[src/rtl/cdu_mode_seq.sv]
// CDU moding and phase sequencer: free-running one-hot phase ring, debounced AGC discretes,
// zero/coarse-align/EEC arbitration and per-channel zero drive. CDU_MODE_STAGGER_EN selects
// staggered (one channel after another) zero pulses; otherwise all enabled channels pulse together.
module cdu_mode_seq #(
  parameter int unsigned NCH    = 3,
  parameter int unsigned NPHASE = 4,
  parameter int unsigned DEB    = 4,
  parameter int unsigned ZLEN   = 2
) (
  input  logic              clk,
  input  logic              rst,
  input  logic              agc_z_n,
  input  logic              agc_ca_n,
  input  logic              agc_eec_n,
  input  logic [NCH-1:0]    ch_en,
  output logic [NPHASE-1:0] faz,
  output logic              iss_z,
  output logic              iss_ca,
  output logic              iss_eec,
  output logic [NCH-1:0]    cdu_z,
  output logic              busy,
  output logic              zero_done
);

  localparam int unsigned PulseLen = ZLEN * NPHASE;
  localparam int unsigned PulseW   = $clog2(PulseLen);
  localparam int unsigned DebW     = (DEB > 1) ? $clog2(DEB) : 1;

  typedef enum logic [1:0] {StIdle, StZero, StCa, StEec} state_e;

  logic [NPHASE-1:0]       faz_q;
  logic [2:0]              meta_q, sync_q, lvl_q;
  logic [2:0][DebW-1:0]    deb_cnt_q;
  logic                    z_prev_q;
  state_e                  state_q, state_d, state_eval;
  logic [NCH-1:0]          pend_q, pend_d, sel;
  logic                    run_q, run_d;
  logic [PulseW-1:0]       pcnt_q, pcnt_d;
  logic                    z_lvl, z_rise, go, seq_end, pulse_last;

  always_ff @(posedge clk or posedge rst) begin
    if (rst) begin
      faz_q <= NPHASE'(1);
    end else begin
      faz_q <= {faz_q[NPHASE-2:0], faz_q[NPHASE-1]};
    end
  end

  // Bit order of the discrete vectors: 0 = zero, 1 = coarse align, 2 = error-counter enable.
  always_ff @(posedge clk or posedge rst) begin
    if (rst) begin
      meta_q    <= '0;
      sync_q    <= '0;
      lvl_q     <= '0;
      deb_cnt_q <= '0;
      z_prev_q  <= 1'b0;
    end else begin
      meta_q   <= ~{agc_eec_n, agc_ca_n, agc_z_n};
      sync_q   <= meta_q;
      z_prev_q <= lvl_q[0];
      for (int i = 0; i < 3; i++) begin
        if (sync_q[i] != lvl_q[i]) begin
          if (deb_cnt_q[i] == DebW'(DEB - 1)) begin
            lvl_q[i]     <= sync_q[i];
            deb_cnt_q[i] <= '0;
          end else begin
            deb_cnt_q[i] <= deb_cnt_q[i] + 1'b1;
          end
        end else begin
          deb_cnt_q[i] <= '0;
        end
      end
    end
  end

  assign z_lvl  = lvl_q[0];
  assign z_rise = lvl_q[0] & ~z_prev_q;

  always_comb begin
    if (z_rise) begin
      state_eval = StZero;
    end else if (lvl_q[1]) begin
      state_eval = StCa;
    end else if (lvl_q[2]) begin
      state_eval = StEec;
    end else begin
      state_eval = StIdle;
    end
  end

  // Sequencing starts at the first phase-0 cycle and then runs without gaps.
  assign go         = run_q | faz_q[0];
  assign seq_end    = go & (pend_q == '0);
  assign pulse_last = (pcnt_q == PulseW'(PulseLen - 1));

`ifdef CDU_MODE_STAGGER_EN
  assign sel = pend_q & (~pend_q + NCH'(1));
`else
  assign sel = pend_q;
`endif

  always_comb begin
    state_d   = state_q;
    pend_d    = pend_q;
    run_d     = run_q;
    pcnt_d    = pcnt_q;
    cdu_z     = '0;
    zero_done = 1'b0;
    case (state_q)
      StZero: begin
        if (go) begin
          cdu_z = sel;
        end
        zero_done = seq_end & z_lvl;
        if (!z_lvl || seq_end) begin
          state_d = state_eval;
        end else if (go) begin
          run_d  = 1'b1;
          pcnt_d = pulse_last ? '0 : pcnt_q + 1'b1;
          if (pulse_last) begin
            pend_d = pend_q & ~sel;
          end
        end
      end
      default: state_d = state_eval;
    endcase
    if (state_q != StZero && state_d == StZero) begin
      pend_d = ch_en;
      run_d  = 1'b0;
      pcnt_d = '0;
    end
  end

  always_ff @(posedge clk or posedge rst) begin
    if (rst) begin
      state_q <= StIdle;
      pend_q  <= '0;
      run_q   <= 1'b0;
      pcnt_q  <= '0;
    end else begin
      state_q <= state_d;
      pend_q  <= pend_d;
      run_q   <= run_d;
      pcnt_q  <= pcnt_d;
    end
  end

  assign faz     = faz_q;
  assign iss_z   = z_lvl;
  assign iss_ca  = (state_q == StCa);
  assign iss_eec = (state_q == StEec);
  assign busy    = (state_q == StZero);

endmodule

[config.mk]
export PLATFORM = sky130hd
export DESIGN_NAME = cdu_mode_seq
export DESIGN_NICKNAME = d
export VERILOG_FILES = /design/src/rtl/cdu_mode_seq.sv
export SDC_FILE = /design/constraint.sdc
export NUM_CORES = 1
export LEC_CHECK = 0
export ABC_AREA = 1
export CAP_MARGIN = 20
export CORE_ASPECT_RATIO = 2
export CORE_MARGIN = 3
export CORE_UTILIZATION = 25
export DETAILED_ROUTE_END_ITERATION = 6
export HOLD_SLACK_MARGIN = 0.02
export PLACE_DENSITY = 0.53
export SKIP_LAST_GASP = 1
export SLEW_MARGIN = 10
export SYNTH_ARGS = -nofsm -noshare
export SYNTH_HDL_FRONTEND = slang
export SYNTH_SLANG_ARGS = --single-unit
[constraint.sdc]
create_clock -name clk -period 1.5 [get_ports clk]
set_clock_uncertainty 0.15 [all_clocks]
set_input_delay 0.3 -clock clk [delete_from_list [all_inputs] [get_ports clk]]
set_output_delay 0.3 -clock clk [all_outputs]
set_load 0.01 [all_outputs]
==> impl_metrics.yaml <==
status:
  outcome: "finished, violations left"
  violations: "negative setup slack"
yosys:
  ys_async_sr_fraction_pct: 100
  yosys.area.top_type_share_pct: 60.7
  synthTopCellsByArea: "dfrtp_1 (61%), nand2_1 (6.8%), inv_1 (6.5%)"
  syn-cell-area_sq_mm: 0.00115
  synth_top_cell_by_area: "dfrtp_1"
  synth_area_per_cell_sq_um: 10.4
  ys_warn_count: 0
  syn-num-nets: 124
  netlist_instances: 111
  yosysMostFrequentCell: "dfrtp_1"
  ys_types: 20
  synthTopCellsByCount: "dfrtp_1 (28), nand2_1 (21), inv_1 (20)"
  synth_edf_count: 0
  ys_seq_area_share_pct: 62.9
  ys.flop_type: "dfrtp_1"
  synth_seq_cells: 29
floorplan:
  start_util_pct: 26.1
  io_pins: 20
  die-area_sq_mm: 0.00552
  fp.dieH_um: 102
  die_w_um: 54.1
  row_count: 34
  design.core.area_sq_mm: 0.00442
cts:
  clock-sinks: 29
  cts_tree: "yes"
  clk_pin_slew_worst_paths_ns: 0.05
  clk_latency_ns: 0.27
  root_buffer: "clkbuf_8"
  cts.hold.buffers_added: 0
  cts_htree_levels: 2
  cts_buffers: 5
  clockBufferDepth: 2
final_layout:
  num_antenna_cells: 0
  nets: 164
  utilization_pct: 36.5
  drive_above_1_share_pct: 30.9
  instances_no_fill: 206
  area.sequential_sq_um: 727
  synthToLayoutAreaGrowth_pct: 40.0
  multiInputGateArea_sq_um: 388
  fillers: 473
sta:
  max_slew_margin_pct: 85.7
  tightest_slew_ns: 0.213
  tns_ns: -0.677
  finalSetupViolCount: 4
  clock.fmax_ghz: 0.592
  finalWorstSetupSlack_ns: -0.189
  timing.hold.ws_ns: 0.0909
  rsz0062_at_grt: "true"
  drv_slew: 0
  fin_crit_sh_pct: 113
  hold_violations: 0
  min_period_ns: 1.69
worst_setup_path:
  critPathMaxStageDelay_ns: 0.53
  path_delay_family: "flip-flops"
  cp-end-kind: "output port"
  critPathBufInv: 2
  r2r_slack_ns: 0.04
  required_ns: 1.05
  worst_ep_arrival_time_ns: 1.24
  slowest_stage: "dfstp_2"
  worstPathCellList: "inv_2 > nand2_4 > nand3_2 > nor3_2 > buf_2"
  cp-start-kind: "register"
  worst-path-max-fanout: 5
  crit_type: "reg -> out"
global_route:
  grt_pass1_wl_um: 3840
  grt_pass1_vias: 922
  met2_usage_pct: 16.9
  grt_max_degree: 27
  top_usage_layer: "met2"
  antenna_found_initial: 0
  grtUsageMet1_pct: 9.07
  overflow: 0
  use_met3_pct: 2.34
  grt_util_all_layers_pct: 9.76
placed_design:
  globalplace.congestion: 0.708
  hpwl_um: 1660
  portBuffers: 19
  dp.cells: 197
flow_run:
  maxCapViolations: 0
pwr:
  leakage_nw: 0.832
  total_power_mw: 2.53
  cellPowerDensity_mw_per_mm2: 1560
  ir_worst_vdd_v: 0.000722
detailed_routing:
  route.detailed.drc: 0
  vias: 837
  wl_um: 2150
  wl_per_cell_um: 10.4
  drtPass1Iterations: 4
  first_iter_violations: 9
  route.antenna.remaining_nets: 0
  routed_via_density: 4.06
hold_path:
  hold_path_class: "in -> async"
## logic make-up (layout without fill, tap and decap cells)
logic type                 after synthesis  after routing  share of synthesized area [%]
AOI/OAI and AO/OA                        9              9                           4.12
xor gates and xnor gates                 3              3                           2.28
adders and majority gates                5              5                           5.42
buffers and inverters                   21             62                           6.83
DFF                                     29             29                           62.9
and+or+nand+nor                         44             44                           18.4
## worst reg2reg max path, cell delays in order, from the launching register on
cell     delay (ns)
dfstp_2        0.53
inv_2          0.04
nand2_4        0.07
nand3_2        0.08
buf_4          0.15
nand2_1        0.10
nand2_1        0.08
nand2_2        0.08
nand2_1        0.05
nand2_1        0.05
## power breakdown
group | leakage, nW | total, mW | switching [mW] | internal, mW
clock | 0.0455 | 0.629 | 0.256 | 0.373
sequential | 0.367 | 1.08 | 0.110 | 0.974
combinational | 0.419 | 0.817 | 0.448 | 0.368
## routing by layer
layer | routed length (um) | part of all wire (%) | vias up
li1 | - | - | 420
met2 | 1270 | 59 | 14
met4 | 55 | 2.6 | 0
met5 | 0 | 0 | -
met3 | 66 | 3.1 | 6
met1 | 755 | 35 | 397
## metrics by stage
stage,area (sq um),setup WS [ns]
finish,1620,-0.189
global route,1620,-0.276
CTS,1590,-0.232
detailed placement,1520,-0.372
global placement,1520,-0.356
floorplan,1150,0.00681
## sequential cells by signal, indices dropped and copies added (netlist names)
name       count
deb_cnt_q      6
faz            4
lvl_q          3
meta_q         3
pcnt_q         3
pend_q         3
sync_q         3
state_q        2
run_q          1
z_prev_q       1
## timing repair
item                                    4_1_cts  5_1_grt
pin swaps                                     0        3
endpoints found under the setup margin       12       14
hold endpoints to repair                      0        0
setup buffers                                 1        1
cloned                                        0        0
resized for setup                            42        8
## placed cells by master, fill, tap and decap left out, types with 3 or more instances in the layout
| cell | Yosys | final |
|---|---|---|
| inv_2 | 1 | 3 |
| nand3_2 | 2 | 3 |
| ha_1 | 5 | 5 |
| buf_4 | 0 | 13 |
| dlygate4sd2_1 | 0 | 3 |
| dfrtp_1 | 28 | 28 |
| xnor2_1 | 3 | 3 |
| o21ai_0 | 3 | 3 |
| clkbuf_8 | 0 | 6 |
| clkdlybuf4s50_1 | 0 | 7 |
| nor2_1 | 7 | 6 |
| inv_1 | 20 | 18 |
| buf_2 | 0 | 8 |
| nor3_1 | 5 | 3 |
| nand2_1 | 21 | 21 |
## layout make-up
cell class	count	share of cell area, %
inverters	21	4.88
repair buffers	33	16.4
clock buffers	8	5.57
flip-flops and latches	29	45.0
multi-input cells	61	24.0
well taps	54	4.18
## final timing paths
check / start / end / cells past startpoint
max: faz[0]$_DFF_PP1_ / zero_done / 5
min reg2reg: meta_q[0]$_DFF_PP0_ / sync_q[0]$_DFF_PP0_ / 0
max reg2reg: faz[0]$_DFF_PP1_ / pend_q[2]$_DFFE_PP0P_ / 9
min in group clk: meta_q[0]$_DFF_PP0_ / sync_q[0]$_DFF_PP0_ / 0
max in group asynchronous: rst / faz[0]$_DFF_PP1_ / 3
min: rst / faz[1]$_DFF_PP0_ / 2
No activity file was read; power rests on OpenSTA's default activity.
